### src/rtl/button_conditioner.sv
// Nine-button front end: two-flop synchronizers, per-bit debounce, one-clock press
// pulses, and auto-repeat on the four direction buttons.
module button_conditioner #(
    parameter int unsigned DEBOUNCE_CYCLES = 650000,
    parameter int unsigned REPEAT_DELAY    = 32500000,
    parameter int unsigned REPEAT_PERIOD   = 6500000
) (
    input  logic       clk,
    input  logic       reset_n,
    input  logic [8:0] btn_raw,
    output logic [8:0] btn_level,
    output logic [8:0] btn_press,
    output logic       any_press
);

    localparam int unsigned N_BTN   = 9;
    localparam int unsigned N_DIR   = 4;
    localparam int unsigned DB_W    = $clog2(DEBOUNCE_CYCLES);
    localparam int unsigned RPT_MAX = (REPEAT_DELAY > REPEAT_PERIOD) ? REPEAT_DELAY : REPEAT_PERIOD;
    localparam int unsigned RPT_W   = $clog2(RPT_MAX);

    localparam logic [DB_W-1:0]  DB_LAST    = DB_W'(DEBOUNCE_CYCLES - 1);
    localparam logic [RPT_W-1:0] FIRST_LAST = RPT_W'(REPEAT_DELAY - 1);
    localparam logic [RPT_W-1:0] RPT_LAST   = RPT_W'(REPEAT_PERIOD - 1);

    typedef enum logic {
        MODE_FIRST  = 1'b0,
        MODE_REPEAT = 1'b1
    } mode_e;

    logic [N_BTN-1:0] sync_meta_q, sync_meta_d;
    logic [N_BTN-1:0] sync_q, sync_d;
    logic [N_BTN-1:0] level_q, level_d;
    logic [N_BTN-1:0] press_q, press_d;
    logic             any_press_q, any_press_d;
    logic [DB_W-1:0]  db_cnt_q [N_BTN];
    logic [DB_W-1:0]  db_cnt_d [N_BTN];
    logic [RPT_W-1:0] rpt_cnt_q [N_DIR];
    logic [RPT_W-1:0] rpt_cnt_d [N_DIR];
    mode_e            mode_q [N_DIR];
    mode_e            mode_d [N_DIR];
    logic [RPT_W-1:0] rpt_last;

    // Next-state: synchronize, debounce, then derive press / repeat pulses.
    always_comb begin
        sync_meta_d = btn_raw;
        sync_d      = sync_meta_q;
        level_d     = level_q;
        rpt_last    = FIRST_LAST;

        for (int i = 0; i < int'(N_BTN); i++) begin
            db_cnt_d[i] = '0;
            if (sync_q[i] != level_q[i]) begin
                if (db_cnt_q[i] == DB_LAST) begin
                    level_d[i] = sync_q[i];
                end else begin
                    db_cnt_d[i] = db_cnt_q[i] + DB_W'(1);
                end
            end
        end

        press_d = level_d & ~level_q;

        // Repeat only while held across the edge; a release on the firing edge wins.
        for (int j = 0; j < int'(N_DIR); j++) begin
            rpt_cnt_d[j] = '0;
            mode_d[j]    = MODE_FIRST;
            if (level_q[j] && level_d[j]) begin
                rpt_last  = (mode_q[j] == MODE_FIRST) ? FIRST_LAST : RPT_LAST;
                mode_d[j] = mode_q[j];
                if (rpt_cnt_q[j] == rpt_last) begin
                    press_d[j] = 1'b1;
                    mode_d[j]  = MODE_REPEAT;
                end else begin
                    rpt_cnt_d[j] = rpt_cnt_q[j] + RPT_W'(1);
                end
            end
        end

        any_press_d = |press_d;
    end

    always_ff @(posedge clk or negedge reset_n) begin
        if (!reset_n) begin
            sync_meta_q <= '0;
            sync_q      <= '0;
            level_q     <= '0;
            press_q     <= '0;
            any_press_q <= 1'b0;
            for (int i = 0; i < int'(N_BTN); i++) begin
                db_cnt_q[i] <= '0;
            end
            for (int j = 0; j < int'(N_DIR); j++) begin
                rpt_cnt_q[j] <= '0;
                mode_q[j]    <= MODE_FIRST;
            end
        end else begin
            sync_meta_q <= sync_meta_d;
            sync_q      <= sync_d;
            level_q     <= level_d;
            press_q     <= press_d;
            any_press_q <= any_press_d;
            for (int i = 0; i < int'(N_BTN); i++) begin
                db_cnt_q[i] <= db_cnt_d[i];
            end
            for (int j = 0; j < int'(N_DIR); j++) begin
                rpt_cnt_q[j] <= rpt_cnt_d[j];
                mode_q[j]    <= mode_d[j];
            end
        end
    end

    assign btn_level = level_q;
    assign btn_press = press_q;
    assign any_press = any_press_q;

endmodule

### config.mk
export PLATFORM = sky130hd
export DESIGN_NAME = button_conditioner
export DESIGN_NICKNAME = d
export VERILOG_FILES = /design/src/rtl/button_conditioner.sv
export SDC_FILE = /design/constraint.sdc
export NUM_CORES = 1
export LEC_CHECK = 0
export CAP_MARGIN = 10
export CORE_AREA = 8 8 170 172
export CTS_BUF_LIST = sky130_fd_sc_hd__clkbuf_8
export CTS_CLUSTER_DIAMETER = 80
export DETAILED_ROUTE_END_ITERATION = 10
export DIE_AREA = 0 0 178 180
export PLACE_DENSITY = 0.74
export RECOVER_POWER = 25
export SYNTH_ARGS = -nofsm -noshare
export SYNTH_HDL_FRONTEND = slang
export SYNTH_SLANG_ARGS = --single-unit
### constraint.sdc
create_clock -name clk -period 2.3 [get_ports clk]
set_input_delay 0.46 -clock clk [delete_from_list [all_inputs] [get_ports clk]]
set_output_delay 0.46 -clock clk [all_outputs]
set_load 0.1 [all_outputs]
After elaboration in Yosys (flattened, before gate mapping)
Cells that the tools add are included.
{ "totals": {"reg_bits": 321, "elab_cells": 132, "out_inout_bits": 19} }
{ "classes": {"muxes": 64, "n_reduce_logical": 5, "eq_ne": 26, "bitwise": 2, "addsub": 13} }
{ "op_table": {"columns": ["op", "n"], "rows": [
  ["$mux 20", 18],
  ["$mux 25", 12],
  ["$add 20x1->20 const B", 9],
  ["$eq 20x20->1 const B", 9],
  ["$add 25x1->25 const B", 4],
  ["$eq 25x25->1", 4],
  ["$mux 1", 34],
  ["$and 9x9->9", 1],
  ["$ne 1x1->1", 9],
  ["$not 9->9", 1],
  ["$reduce_or 9->1", 1],
  ["$ne 2x1->1 const B", 4],
  ["$logic_and 1x1->1", 4]
]} }

Longest topological paths before layout
Gate-level depths: netlist of the first run.
{ "logic_depth": {"ltp_word": 7, "depth_mapped": 8, "ltp_nobuf": 7} }

Worst setup path before layout of the first run
Ideal clock, no wire load.
{ "synth_timing": {"path_type": "reg-to-reg", "start": "register level_q[5], in the netlist btn_level[5]", "end": "register any_press_q, in the netlist any_press", "synth_period_minus_slack_ns": 2.287, "path_slack_ns": 0.013, "required_ns": 2.162, "stages_incl_launch_ff": 4, "setup_time_ns": 0.138, "n_path_buf": 0, "arrival_time_ns": 2.149, "cell_sequence": "dfrtp_1 and4b_1 or4_1 or4_1"} }
{ "synth_between": {"elab_chain_len": 4, "word_cells_on_any_way": 6} }
{ "synth_lines": {"columns": ["item", "line", "source"], "rows": [
  ["start, declared", "33", "logic [N_BTN-1:0] level_q, level_d;"],
  ["start signal, assigned", "100", "level_q <= level_d;"],
  ["$mux 1 or $ne 1x1->1 (tied branches)", "54, 53", null],
  ["$mux 1", "53", "if (sync_q[i] != level_q[i]) begin"],
  ["$and 9x9->9 (*)", "62", "press_d = level_d & ~level_q;"],
  ["via press_d[5]", "34", "logic [N_BTN-1:0] press_q, press_d;"],
  ["$reduce_or 9->1 (*)", "80", "any_press_d = |press_d;"],
  ["via any_press_d", "35", "logic any_press_q, any_press_d;"],
  ["end signal, assigned", "102", "any_press_q <= any_press_d;"],
  ["end, declared", "35", null]
]} }
Mark *: on every way through the listed nets, which the timed path passes. The rest lies on a longest branch.
A chain may end at the register's enable or synchronous reset.

Worst setup path in the final report of the first run
{ "layout_timing": {"start": "register db_cnt_q[95] in the netlist's numbering", "end": "register any_press_q, in the netlist any_press"} }
{ "layout_between": {"elab_chain_len": 5} }
{ "layout_lines": {"columns": ["item", "line", "source"], "rows": [
  ["start, declared", "36", "logic [DB_W-1:0] db_cnt_q [N_BTN];"],
  ["start signal, assigned by index", "104", "db_cnt_q[i] <= db_cnt_d[i];"],
  ["$eq 20x20->1", "54", "if (db_cnt_q[i] == DB_LAST) begin"],
  ["$mux 1", "54", null],
  ["$mux 1", "53", null],
  ["$and 9x9->9", "62", null],
  ["via press_d[4]", "34", null],
  ["$reduce_or 9->1", "80", null],
  ["via any_press_d", "35", null]
]} }
The timed path passes the listed nets, and every way through them passes these cells.

==> results of run 1 <==
-- power breakdown --
group | internal, mW | switching, mW
sequential | 5.71 | 0.0435
combinational | 0.0832 | 0.191
clock | 2.83 | 2.20
total | 8.62 | 2.44
-- layout by cell type (no fill, tap or decap), types with 22 or more instances in the layout --
| cell | n |
|---|---|
| sky130_fd_sc_hd__and3_1 | 61 |
| sky130_fd_sc_hd__buf_4 | 50 |
| sky130_fd_sc_hd__clkbuf_8 | 70 |
| sky130_fd_sc_hd__dfrtp_1 | 321 |
| sky130_fd_sc_hd__inv_1 | 42 |
| sky130_fd_sc_hd__nand2_1 | 104 |
| sky130_fd_sc_hd__nand3_1 | 92 |
| sky130_fd_sc_hd__nand4_1 | 62 |
| sky130_fd_sc_hd__nor2_1 | 334 |
| sky130_fd_sc_hd__nor3_1 | 22 |
| sky130_fd_sc_hd__xnor2_1 | 98 |
| sky130_fd_sc_hd__xor2_1 | 158 |
-- worst max-delay path by stage --
stage,start,slack (ps),endpoint,cells after the start
floorplan,btn_level[5],10,any_press,3
global placement,db_cnt_q[126],90,any_press,6
detailed placement,db_cnt_q[160],4,any_press,7
CTS,db_cnt_q[160],4,any_press,7
global route,db_cnt_q[160],-10,any_press,7
finish,db_cnt_q[95],80,any_press,6
-- sequential cells by signal, summed over array words and instances, names as in the netlist --
signal / flops
any_press: 1
rpt_cnt_q: 100
sync_q: 9
btn_level: 9
sync_d: 9
db_cnt_q: 180
btn_press: 9
mode_q: 4
-- worst reg2reg max path, cell delays in order, from the launching register on --
cell and delay (ps):
sky130_fd_sc_hd__dfrtp_1 400, sky130_fd_sc_hd__and4_1 240, sky130_fd_sc_hd__and4_1 210, sky130_fd_sc_hd__nand4_1 90, sky130_fd_sc_hd__nor3b_1 120, sky130_fd_sc_hd__or4_4 550
sky130_fd_sc_hd__or4_1 480
-- metal layers --
layer	GRT usage	up-vias	wire length, microns
met4	0.06371	0	715
met2	0.2874	140	13160
met3	0.03185	62	919
li1	-	5205	-
met1	0.2361	5106	12850
met5	0	-	0
-- metrics by stage --
step | cells | TNS [ps] | setup WS, ps | power (mW) | utilization
finish | 1959 | 0 | 80.07 | 11.06 | 0.6428
floorplan | 1478 | 0 | 12.50 | 5.941 | -
global route | 1959 | -9.791 | -9.791 | 11.55 | 0.6428
global placement | 1859 | 0 | 89.62 | 6.134 | 0.6002
detailed placement | 1859 | 0 | 3.729 | 6.141 | 0.6002
CTS | 1957 | 0 | 4.110 | 11.27 | 0.6429
-- cells in the mapped netlist, types with 11 or more instances --
| master | n | area share |
|---|---|---|
| sky130_fd_sc_hd__nor2_1 | 334 | 0.084 |
| sky130_fd_sc_hd__or4_1 | 11 | 0.0056 |
| sky130_fd_sc_hd__nor3_1 | 22 | 0.0074 |
| sky130_fd_sc_hd__nand2_1 | 104 | 0.026 |
| sky130_fd_sc_hd__nor4_1 | 17 | 0.0072 |
| sky130_fd_sc_hd__and3_1 | 61 | 0.026 |
| sky130_fd_sc_hd__inv_1 | 27 | 0.0068 |
| sky130_fd_sc_hd__clkbuf_1 | 21 | 0.0053 |
| sky130_fd_sc_hd__nand4_1 | 62 | 0.026 |
| sky130_fd_sc_hd__dfrtp_1 | 321 | 0.54 |
| sky130_fd_sc_hd__ha_1 | 13 | 0.011 |
| sky130_fd_sc_hd__nor4b_1 | 13 | 0.0077 |
| sky130_fd_sc_hd__and4_1 | 21 | 0.012 |
| sky130_fd_sc_hd__nand3_1 | 92 | 0.031 |
| sky130_fd_sc_hd__xnor2_1 | 98 | 0.058 |
| sky130_fd_sc_hd__xor2_1 | 158 | 0.093 |
-- timing repair --
action / in CTS / in global routing
hold buffers: 1 / 0
hold endpoints to repair: 40 / 0
endpoints found under the setup margin: 1 / 27
resized for setup: 1 / 4
buffers inserted: 0 / 2
pin swaps: 0 / 2
-- kinds of logic (layout without fill, tap and decap cells) --
logic type / count (synthesis) / count (layout) / synth area share
adder cells (fa/ha/maj): 13 / 13 / 0.01094
buffers and inverters: 55 / 195 / 0.01448
AND/OR/NAND/NOR: 790 / 790 / 0.2611
multiplexers: 9 / 9 / 0.007324
AO/OA/AOI/OAI: 34 / 34 / 0.01490
XOR/XNOR: 256 / 256 / 0.1509
flip-flops: 321 / 321 / 0.5404
-- layout make-up --
| type | instances | area (sq um) | area share |
|---|---|---|---|
| clock buffer | 70 | 963.4 | 0.05688 |
| clock inverter | 27 | 146.4 | 0.008642 |
| inverter | 27 | 101.3 | 0.005983 |
| multi-input combinational | 1102 | 6631 | 0.3915 |
| sequential | 321 | 8033 | 0.4742 |
| tap | 341 | 426.7 | 0.02519 |
| timing repair buffer | 71 | 636.9 | 0.03760 |
==> Implementation_results.wiki, run 1 <==
{| class="wikitable"
! Metric !! Value
|-
| Top Ports || 30
|-
| Mapped Area || 0.01486 sq mm
|-
| Final min period || 2220 ps
|-
| Distinct cell type count after synthesis || 48
|-
| Core region area || 0.02635 sq mm
|-
| Sequential cell area fraction in the yosys report || 0.5404
|-
| Internal reg-to-reg setup slack || 80 ps
|-
| Worst VDD drop || 426.9 uV
|-
| Level count of the clock H-tree || 2
|-
| Remaining routing DRC violations || 0
|-
| Post-detail-place hpwl || 18.65 mm
|-
| Finished layout cell area || 0.01694 sq mm
|-
| Weighted congestion at the end of routability-driven global placement || 0.8285
|-
| Sink count of the clock tree || 321
|-
| Endpoint of the worst-slack reg-to-reg timing path || any_press
|-
| Startpoint kind of the worst setup timing path || flop
|-
| Horiz. Die Dim || 178 microns
|-
| Nets || 1601
|-
| Async S/R FF share, synth || 1.000
|-
| Leak Pwr || 7.461 nW
|-
| Detailed-router iteration count before antenna repair || 4
|-
| Buffers and inverters on the worst path || 0
|-
| Fraction of final layout cells sized beyond drive strength 1 || 0.1007
|-
| Data required time at the worst endpoint || 2730 ps
|-
| Path type of the worst setup path || reg2reg
|-
| Drt via density || 5.367
|-
| Number of routed nets with antenna violations || 0
|-
| Syn-to-layout area delta || 13.97%
|-
| Nature of the critical path endpoint || flop
|-
| Top FF cell, synth || sky130_fd_sc_hd__dfrtp_1
|-
| Power Dens Cells || 652.9 mW/mm^2
|-
| Area of placed instances || 0.01582 sq mm
|-
| Beginning of the worst register-to-register path || db_cnt_q[95]
|-
| Number of enable-type register cells in the synthesized netlist || 0
|-
| Buffers added on ports || 29
|-
| Min-delay src || sync_d[8]
|-
| Final hold violations || 0
|-
| Arrival time of data at the critical path endpoint || 2650 ps
|-
| Max Freq || 450.5 MHz
|-
| Slew margin rel. || 0.1079
|-
| Number of flip-flops and latches in the synthesized netlist || 321
|-
| Gr usage total || 0.1777
|-
| Remaining global-route overflow || 0
|-
| Die Outline Area || 0.03204 sq mm
|-
| CTS clock-pin slew for the worst setup and hold paths || 60 ps
|-
| Total CTS buffers || 54
|-
| Maximum number of pins on one net before global-route repair || 58
|-
| Clock tree buffer depth || 3
|-
| Pins over their slew limit || 0
|-
| Sink of the worst hold path || sync_q[8]
|-
| Starting utilization of the core area || 0.5641
|-
| Max cap viols || 0
|-
| Status || finished, final reports clean
|-
| Ordered cell list for the critical path || and4_1 -> and4_1 -> nand4_1 -> nor3b_1 -> or4_4 -> or4_1
|-
| Kind of cell with the highest combined delay on the critical path || simple AND/OR/NAND/NOR gates
|-
| First-pass GRT wire length || 48.87 mm
|-
| Layout filler cell count || 2107
|-
| Number of design-rule violations left by the first detailed-router iteration || 555
|-
| Most repeated library cell on the critical path || sky130_fd_sc_hd__and4_1
|-
| Number of warnings issued by yosys || 0
|-
| Number of nets produced by synthesis || 1502
|-
| Diode insertion count for antenna repair || 0
|-
| Root buffer cell || sky130_fd_sc_hd__clkbuf_8
|-
| Setup Skew || 28.06 ps
|-
| Row count || 60
|-
| WL final || 27.64 mm
|-
| TritonCTS clock tree || built
|-
| Die height || 180 microns
|-
| Final worst-path cycle share || 0.9652
|-
| Worst min-delay path category || reg2reg
|-
| Post-Synthesis Cells || 1478
|-
| Max incr delay on CP || 550 ps
|-
| Slowest-stage cell, CP || sky130_fd_sc_hd__or4_4
|-
| Mean post-synth cell area || 10.06 sq um
|-
| Total vias in the final route || 10510
|-
| Total of endpoints with negative setup slack in the final report || 0
|-
| Worst hold slack || 343.8 ps
|-
| Latest clock arrival within the worst-skew pair || 570 ps
|-
| Average detailed-routed wire length per instance || 14.11 microns
|-
| Slew of the pin with the lowest slew margin || 1338 ps
|-
| Number of antenna violations at the first check in global routing || 0
|-
| Hold Path Cell Cnt || 0
|-
| Via count of the first global-routing pass || 10740
|-
| Biggest fanout along the worst timing path || 4
|-
| Worst Reg-to-Reg Cells || 6
|}
Power figures use the tool's default switching activity.
==> run 2, diff against run 1 <==
--- a/config.mk
+++ b/config.mk
@@ -16,3 +16,4 @@
 export SYNTH_ARGS = -nofsm -noshare
 export SYNTH_HDL_FRONTEND = slang
 export SYNTH_SLANG_ARGS = --single-unit
+export TNS_END_PERCENT = 10
==> results of run 2 <==
The final DEF is identical to that of run 1; final timing and power are the same.
==> run 3, diff against run 2 <==
--- a/config.mk
+++ b/config.mk
@@ -6,13 +6,14 @@
 export NUM_CORES = 1
 export LEC_CHECK = 0
 export CAP_MARGIN = 10
-export CORE_AREA = 8 8 170 172
+export CORE_AREA = 8 8 253 255
 export CTS_BUF_LIST = sky130_fd_sc_hd__clkbuf_8
 export CTS_CLUSTER_DIAMETER = 80
 export DETAILED_ROUTE_END_ITERATION = 10
-export DIE_AREA = 0 0 178 180
-export PLACE_DENSITY = 0.74
+export DIE_AREA = 0 0 261 263
+export PLACE_DENSITY = 0.37
 export RECOVER_POWER = 25
+export SLEW_MARGIN = 5
 export SYNTH_ARGS = -nofsm -noshare
 export SYNTH_HDL_FRONTEND = slang
 export SYNTH_SLANG_ARGS = --single-unit
==> run 3 against run 2 <==
  * Total power grew 8.6%
  * Clock-buffer cell count grew 17
  * Wire length grew 18%
  * Largest power group is now the clock network
  * Sequential power is essentially flat
  * Sequential share of layout area shrank 2.8 points
  * Die area grew 110%
==> Implementation_results.wiki, run 3 (synthesis results as in run 1) <==
{| class="wikitable"
! Metric !! Value
|-
| Clock tree buffer depth || 3
|-
| Launching element of the worst setup path || db_cnt_q[40]
|-
| First-pass GRT wire length || 56.48 mm
|-
| Total vias in the final route || 10560
|-
| Setup Skew || 26.23 ps
|-
| Startpoint kind of the worst setup timing path || flop
|-
| Gr usage total || 0.09819
|-
| Buffers added on ports || 29
|-
| Worst VDD drop || 315.2 uV
|-
| Post-detail-place hpwl || 21.22 mm
|-
| Horiz. Die Dim || 261 microns
|-
| Drt via density || 4.320
|-
| Final worst-path cycle share || 0.9432
|-
| Pins over their slew limit || 0
|-
| Die Outline Area || 0.06864 sq mm
|-
| Syn-to-layout area delta || 21.07%
|-
| Max cap viols || 0
|-
| Data required time at the worst endpoint || 2770 ps
|-
| Sink count of the clock tree || 321
|-
| Average detailed-routed wire length per instance || 13.34 microns
|-
| Worst hold slack || 344.0 ps
|-
| Row count || 90
|-
| Top library cells by usage in the layout, fill and taps aside || sky130_fd_sc_hd__nor2_1, sky130_fd_sc_hd__dfrtp_1, sky130_fd_sc_hd__xor2_1
|-
| Weighted congestion at the end of routability-driven global placement || 0.7183
|-
| Sink of the worst hold path || sync_q[7]
|-
| Total of endpoints with negative setup slack in the final report || 0
|-
| Status || finished, final reports clean
|-
| Core region area || 0.05991 sq mm
|-
| Hold Path Cell Cnt || 0
|-
| Number of routed nets with antenna violations || 0
|-
| Final min period || 2169 ps
|-
| Pre-CTS setup slack || -26.17 ps
|-
| Flip-flop count of the largest register, all copies and words added || 180
|-
| Internal reg-to-reg setup slack || 130 ps
|-
| Nets || 1642
|-
| Endpoint of the worst-slack reg-to-reg timing path || any_press
|-
| Biggest fanout along the worst timing path || 3
|-
| Number of design-rule violations left by the first detailed-router iteration || 434
|-
| Worst Reg-to-Reg Cells || 7
|-
| Worst path setup slack after routing || 130.6 ps
|-
| Path type of the worst setup path || reg2reg
|-
| Fraction of final layout cells sized beyond drive strength 1 || 0.1270
|-
| Top Registers || db_cnt_q (180), rpt_cnt_q (100)
|-
| WL final || 32.61 mm
|-
| Most common library cell in the layout ignoring fill and taps || sky130_fd_sc_hd__nor2_1
|-
| TritonCTS clock tree || built
|-
| Unrepaired setup endpoints after global routing || no
|-
| Utilization after layout || 0.3004
|-
| Slew of the pin with the lowest slew margin || 1332 ps
|-
| Max Freq || 461.0 MHz
|-
| Maximum number of pins on one net before global-route repair || 64
|-
| Worst min-delay path category || reg2reg
|-
| Latest clock arrival within the worst-skew pair || 610 ps
|-
| Diode insertion count for antenna repair || 0
|-
| Remaining global-route overflow || 0
|-
| Top Ports || 30
|-
| Leak Pwr || 7.761 nW
|-
| Reg with most FFs || db_cnt_q
|-
| Final hold violations || 0
|-
| Slew margin rel. || 0.1121
|-
| Nature of the critical path endpoint || flop
|-
| Total CTS buffers || 67
|-
| CTS clock-pin slew for the worst setup and hold paths || 50 ps
|-
| Power Dens Cells || 667.2 mW/mm^2
|-
| Via count of the first global-routing pass || 11130
|-
| Min-delay src || sync_d[7]
|-
| Die height || 263 microns
|-
| Root buffer cell || sky130_fd_sc_hd__clkbuf_8
|-
| Detailed-router iteration count before antenna repair || 4
|-
| Level count of the clock H-tree || 3
|-
| Remaining routing DRC violations || 0
|-
| Arrival time of data at the critical path endpoint || 2640 ps
|-
| Beginning of the worst register-to-register path || db_cnt_q[40]
|-
| Number of antenna violations at the first check in global routing || 0
|-
| Starting utilization of the core area || 0.2481
|}
run 3: cell count changes in the layout (fill, tap and decap cells not counted), moves of 2 or more:
cell                       before  now
sky130_fd_sc_hd__buf_6          0    2
sky130_fd_sc_hd__clkinv_2       9    2
sky130_fd_sc_hd__buf_4         50   76
sky130_fd_sc_hd__ha_2           1    3
sky130_fd_sc_hd__buf_12         7    9
sky130_fd_sc_hd__ha_1          12   10
sky130_fd_sc_hd__clkbuf_8      70   87
sky130_fd_sc_hd__inv_1         42   49
run 3: what timing repair did:
| action | CTS | global route |
|---|---|---|
| setup endpoints to repair | 1 | 1 |
| hold endpoints to repair | 41 | 0 |
| pin swaps | 0 | 5 |
| setup buffers | 0 | 1 |
| gates resized for setup | 1 | 12 |
| hold buffers | 1 | 0 |
run 3: worst max-delay path: stages, from the launching register on:
cell and delay (ps):
sky130_fd_sc_hd__dfrtp_1 390, sky130_fd_sc_hd__ha_2 200, sky130_fd_sc_hd__and3_1 180, sky130_fd_sc_hd__nand4_1 130
sky130_fd_sc_hd__nor2_2 70, sky130_fd_sc_hd__o2bb2ai_2 140, sky130_fd_sc_hd__or4_4 520, sky130_fd_sc_hd__or4_1 400
run 3: area by class of cell:
| cell class | count | area [sq um] |
|---|---|---|
| Fill cell | 6294 | 41910 |
| Sequential cell | 321 | 8033 |
| Multi-Input combinational cell | 1102 | 6671 |
| Clock buffer | 87 | 1197 |
| Tap cell | 782 | 978.4 |
| Timing Repair Buffer | 99 | 883.3 |
| Clock inverter | 26 | 130.1 |
| Inverter | 27 | 101.3 |
run 3: report_power, final:
| group | switching (mW) | internal (mW) |
|---|---|---|
| clock network | 2.50 | 3.46 |
| logic | 0.203 | 0.0908 |
| registers | 0.0446 | 5.71 |
| total | 2.75 | 9.26 |
run 3: how the worst max path moves through the flow:
| stage | endpoint | slack [ps] | depth (start not counted) |
|---|---|---|---|
| 2_1_floorplan | any_press | 10 | 3 |
| 3_3_place_gp | any_press | 20 | 7 |
| 3_5_place_dp | any_press | -30 | 7 |
| 4_1_cts | any_press | 30 | 7 |
| 5_1_grt | any_press | 7 | 6 |
| 6_report | any_press | 130 | 7 |
run 3: routing by layer:
metal  vias up  global-route usage  wire length [microns]
li1       5299                   -                      -
met1      5073              0.1353                  16480
met2       129              0.1437                  13790
met3        56             0.02813                   1604
met4         0             0.03823                    733
met5         -                   0                      0
run 3: metrics by stage:
stage	setup TNS, ps	area [sq um]	instances	power, mW
floorplan	0	14860	1478	5.941
global placement	0	16630	2329	6.171
detailed placement	-26.17	16630	2329	6.168
CTS	0	17970	2443	12.40
global route	0	17990	2444	12.65
finish	0	17990	2444	12.01
==> edit 1 (settings of run 2) <==
Put one more register stage on the output `btn_level`, with the module's reset. The value now appears one clock later. The other outputs are not delayed to match.
--- a/src/rtl/button_conditioner.sv
+++ b/src/rtl/button_conditioner.sv
@@ -112,3 +112,9 @@
 
-    assign btn_level = level_q;
+    always_ff @(posedge clk or negedge reset_n) begin
+        if (!reset_n) begin
+            btn_level <= '0;
+        end else begin
+            btn_level <= level_q;
+        end
+    end
     assign btn_press = press_q;
Function: no difference found for any inputs over 10 cycles, from zero or initial values and one cycle with reset_n low; that may be too few to reach the edited logic, so the function may still have changed.
==> edit 1 against run 2 <==
  * Critical path depth increased by 1
  * Final area is 3.1% higher
  * Worst setup slack got worse by 0.040 ns
  * Die area stayed put
  * Via count grew 2.2%
  * Total power is 4.5% higher
  * Combinational power grew 6%
  * Synthesized area up 1.7%
  * Wire length is 1.1% higher
  * Sequential cell count rose by 9
  * Critical endpoint unchanged
  * Highest routed layer unchanged
==> edit 1: results (changes against run 2) <==
| Metric | Value |
|---|---|
| Warnings from Yosys | 0 (unchanged) |
| # diodes | 0 (unchanged) |
| VDD IR max | 0.6861 mV (+61%) |
| Later-pin clock latency in the skew report | 0.57 ns (about the same) |
| Synth area leaders | dfrtp_1 (55%), xor2_1 (8.3%), nor2_1 (8.2%), xnor2_1 (6.3%), nand3_1 (3.5%) |
| Mux contribution to synthesized area | 0.6458% (-0.087 points) |
| CP max stage delay | 0.55 ns (about the same) |
| Crit-path slowest cell | or4_4 |
| Asr flop ratio synth | 100.0% (unchanged) |
| Clock buffer depth | 3 (unchanged) |
| IO Port Bufs | 29 (unchanged) |
| CP delay by family, top | simple AND/OR/NAND/NOR gates |
| Status | finished clean |
| Total track usage | 17.97% (+0.20 points) |
| Routed vias/inst | 5.351 (-0.28%) |
| HP Class | reg -> reg |
| Post-Syn Nets | 1527 (+1.7%) |
| Crit-path max FO | 4 (unchanged) |
| Gpl congestion | 0.8159 (-1.5%) |
| Post-synthesis sequential area ratio | 54.64% (+0.60 points) |
| Routed WL per cell | 13.92 µm (-1.3%) |
| Post-synth cell types | 51 (+6.3%) |
| Worst-path clk slew | 0.06 ns (about the same) |
| Final #Nets | 1650 (+3.1%) |
| Slew headroom | 21.51% (+11 points) |
| Pin count of the biggest net entering global routing | 58 (unchanged) |
| Compound-cell area share of the yosys netlist | 1.805% (+0.31 points) |
| Drt first pass iters | 5 (+1) |
| Synth Area in XOR/XNOR | 14.61% (-0.48 points) |
| Number of global-route vias before repair | 10690 (-0.50%) |
| Initial antenna violation count | 0 (unchanged) |
| Layout cells sized above 1 | 11.28% (+1.2 points) |
| Drt initial violations | 536 (-3.4%) |
| H-tree depth | 2 (unchanged) |
| Adder-cell share of the synthesized area | 1.076% (-0.018 points) |
| Root Buffer | clkbuf_8 |
| HPWL after DPL | 18730 µm (+0.41%) |
| Leakage | 7.639 nW (+2.4%) |
| Fill cells | 2028 (-3.7%) |
| Critical path arrival | 2.70 ns (+0.05 ns) |
| Global-route wire length before repair | 49480 µm (+1.2%) |
| Pre-CTS setup slack | -0.004483 ns (-0.008212 ns) |
| Final setup skew | 0.01911 ns (-0.008950 ns) |
| Synth cell count leaders | nor2_1 (332), dfrtp_1 (330), xor2_1 (144) |
| Num CTS Buffers | 55 (+1.9%) |
| Top flop regs | db_cnt_q (180), rpt_cnt_q (100) |
## edit 1: changes by cell type after synthesis, sizes merged, moves of 8 or more
cell / delta
nand2: -8
nor3: +8
o21ai: +10
xnor2: +10
xor2: -14
inv: +8
and3: -8
dfrtp: +9
nand3: +13
## edit 1: final cells by class
class / count / area [µm²] / share of cell area, %
clock buffers: 72 / 991.0 / 5.674
clock inverters: 25 / 185.2 / 1.060
inverters: 35 / 131.4 / 0.7523
multi-input cells: 1108 / 6629 / 37.96
flip-flops and latches: 330 / 8258 / 47.28
well taps: 341 / 426.7 / 2.443
repair buffers: 96 / 843.3 / 4.829
## edit 1: cell families after synthesis
logic type | Yosys count
buf+inv | 65
flops | 330
compound gates | 47
fa+ha+maj | 13
simple gates | 788
xor+xnor | 252
mux | 8
## edit 1: metal layers
metal  global-route usage [%]  share of wire, %  vias to the layer above
met5                        0                 0                        -
met1                    24.82                47                     5225
met3                    3.479               4.1                       46
met4                    4.803               1.7                        0
met2                    28.60                47                      139
li1                         -                 -                     5330
## edit 1: worst paths after layout
kind | slack [ns] | depth (start not counted) | endpoint | startpoint
setup / recovery | 0.04 | 7 | any_press$_DFF_PN0_ | db_cnt_q[100]$_DFF_PN0_
hold / removal | 0.35 | 0 | sync_q[3]$_DFF_PN0_ | sync_d[3]$_DFF_PN0_
setup reg to reg | 0.04 | 7 | any_press$_DFF_PN0_ | db_cnt_q[100]$_DFF_PN0_
hold reg to reg | 0.35 | 0 | sync_q[3]$_DFF_PN0_ | sync_d[3]$_DFF_PN0_
max in group asynchronous | 0.37 | 3 | sync_d[8]$_DFF_PN0_ | reset_n
min in group asynchronous | 0.68 | 2 | db_cnt_q[123]$_DFF_PN0_ | reset_n
## edit 1: repair_timing
item                       CTS  global route
pin swaps                    2             2
gates resized for setup      1             6
hold endpoints to repair    38             0
gates cloned                 0             0
hold buffers                 1             0
setup endpoints to repair    1            23
buffers inserted             0             4
## edit 1: stage by stage
stage | utilization [%] | cells | total power (W) | area (µm²)
finish | 66.28 | 2007 | 0.01156 | 17460
global route | 66.28 | 2007 | 0.01206 | 17460
CTS | 66.21 | 2003 | 0.01176 | 17450
detailed placement | 61.69 | 1905 | 0.006315 | 16260
global placement | 61.69 | 1905 | 0.006308 | 16260
floorplan | - | 1503 | 0.006103 | 15120
## edit 1: power by group
part	switching [W]	internal (W)
Combinational	0.000198	0.0000930
Clock	0.00224	0.00312
Sequential	0.0000447	0.00586
Total	0.00248	0.00908
## edit 1: worst register-to-register path, cell delays in order, from the launching register on
cell	delay, ns
dfrtp_1	0.37
ha_2	0.19
and3_4	0.21
nand2_1	0.05
or4_4	0.55
mux2i_4	0.20
nor2_2	0.06
or4_1	0.50
==> edit 2 (flow settings as in run 2) <==
Without the edit above. Change the parameter `REPEAT_DELAY` from 32500000 to 130000000.
--- a/src/rtl/button_conditioner.sv
+++ b/src/rtl/button_conditioner.sv
@@ -4,3 +4,3 @@
     parameter int unsigned DEBOUNCE_CYCLES = 650000,
-    parameter int unsigned REPEAT_DELAY    = 32500000,
+    parameter int unsigned REPEAT_DELAY    = 130000000,
     parameter int unsigned REPEAT_PERIOD   = 6500000
Function: no difference found for any inputs over 10 cycles, from zero or initial values and one cycle with reset_n low; that may be too few to reach the edited logic, so the function may still have changed.
==> edit 2 against run 2 <==
  * The flow now finishes with violations (max-capacitance violations, max-slew violations, negative setup slack)
  * Sequential cell count is 8 higher
  * Clock power is 6.7% higher
  * Synthesized cell count is 4.9% higher
  * Fmax is 5.0% lower
  * Via count is 6.0% higher
  * Hold slack better by 0.0038 ns
  * Worst setup slack worse by 0.12 ns
  * Largest cell class unchanged
  * Highest routed layer unchanged
  * Wire length is 4.0% higher
  * Total power is 4.5% higher
  * Final area is 5.3% higher
  * Sequential share of layout area is 1.3 points lower
  * Sequential power is 2% higher
  * Synthesized area is 3.3% higher
  * Critical endpoint unchanged
==> edit 2: results (changes against run 2) <==
| Metric | Value |
|---|---|
| ClkCell Share | 6.603% (+0.051 points) |
| GRT met1 Usage | 25.23% (+1.6 points) |
| Slew Viols, Final | 59 (+59) |
| Crit path from | db_cnt_q[140]$_DFF_PN0_ |
| Failing checks | max-capacitance violations, max-slew violations, negative setup slack |
| Met2 wire len | 13510 µm (+2.7%) |
| #MultiIn Comb | 1164 (+5.6%) |
| Final Worst Setup Slack | -0.03726 ns (-0.1173 ns) |
| Final setup skew | 0.01539 ns (-0.01267 ns) |
| Fill cells | 2034 (-3.5%) |
| WL met3 | 866 µm (-5.8%) |
| Max Cap Viol | 1 (+1) |
| Compound-cell area share of the yosys netlist | 2.225% (+0.73 points) |
| Synth cell count leaders | nor2_1 (345), dfrtp_1 (329), xor2_1 (148) |
| Pre-CTS setup slack | -0.1211 ns (-0.1248 ns) |
| Leakage | 7.664 nW (+2.7%) |
| Critical path arrival | 2.79 ns (+0.14 ns) |
| Post-CTS Setup Bufs | 2 (+2) |
| Synth area leaders | dfrtp_1 (54%), xor2_1 (8.4%), nor2_1 (8.4%), xnor2_1 (6.4%), nand3_1 (3.4%) |
| Area of the multi-input gates | 6943 µm² (+4.7%) |
| Drt first pass iters | 5 (+1) |
| Setup TNS | -0.03726 ns (-0.03726 ns) |
| Setup Viol. Count Final | 1 (+1) |
| Layout cells sized above 1 | 12.15% (+2.1 points) |
| Nonclk buf count | 111 (+56%) |
| CP max stage delay | 0.49 ns (-0.06 ns) |
| Placed cell areas | 16620 µm² (+5.1%) |
| Mux contribution to synthesized area | 0.6112% (-0.12 points) |
| Top flop regs | db_cnt_q (180), rpt_cnt_q (108) |
| Vias | 11140 (+6.0%) |
| Clk_buf instances | 72 (+2.9%) |
| Routed vias/inst | 5.384 (+0.32%) |
| Data buffer area share | 5.290% (+1.5 points) |
| DRT met1 WL | 13720 µm (+6.8%) |
| Final hold slack | 0.3476 ns (+0.003803 ns) |
| Inverters | 29 (+7.4%) |
| VDD IR max | 0.5353 mV (+25%) |
| Sequential cell area share | 46.17% (-1.3 points) |
| Inst Count DP | 1970 (+6.0%) |
| Status | complete, but fails checks |
| Crit-path slowest cell | or4b_1 |
| Met3 Usage GRT | 3.060% (-0.13 points) |
| Synth Area in XOR/XNOR | 14.89% (-0.20 points) |
| Final wirelength | 28740 µm (+4.0%) |
| Post-synth cell types | 49 (+2.1%) |
| Grt met2 use | 29.67% (+0.93 points) |
| Sw power | 0.002496 W (+2.3%) |
| Post_cts resized | 4 (+3) |
==> edit 2: cell types whose count changed after synthesis, sizes merged, moves of 6 or more <==
| cell | run 2 | this run |
|---|---|---|
| nand3 | 92 | 103 |
| nand4 | 62 | 49 |
| nand2 | 104 | 125 |
| or3 | 6 | 14 |
| a21oi | 7 | 17 |
| and4 | 21 | 15 |
| nor3b | 2 | 8 |
| nor2 | 334 | 345 |
| dfrtp | 321 | 329 |
| xor2 | 158 | 148 |
| xnor2 | 98 | 113 |
| o21ai | 11 | 18 |
==> edit 2: power groups by stage <==
stage / combinational (W) / clock, W / sequential [W]
after floorplan: 0.0000972 / 0 / 0.00598
after global placement: 0.000298 / 0 / 0.00599
after detailed placement: 0.000304 / 0 / 0.00599
after CTS: 0.000307 / 0.00555 / 0.00589
after global routing: 0.000336 / 0.00579 / 0.00589
final: 0.000286 / 0.00538 / 0.00589
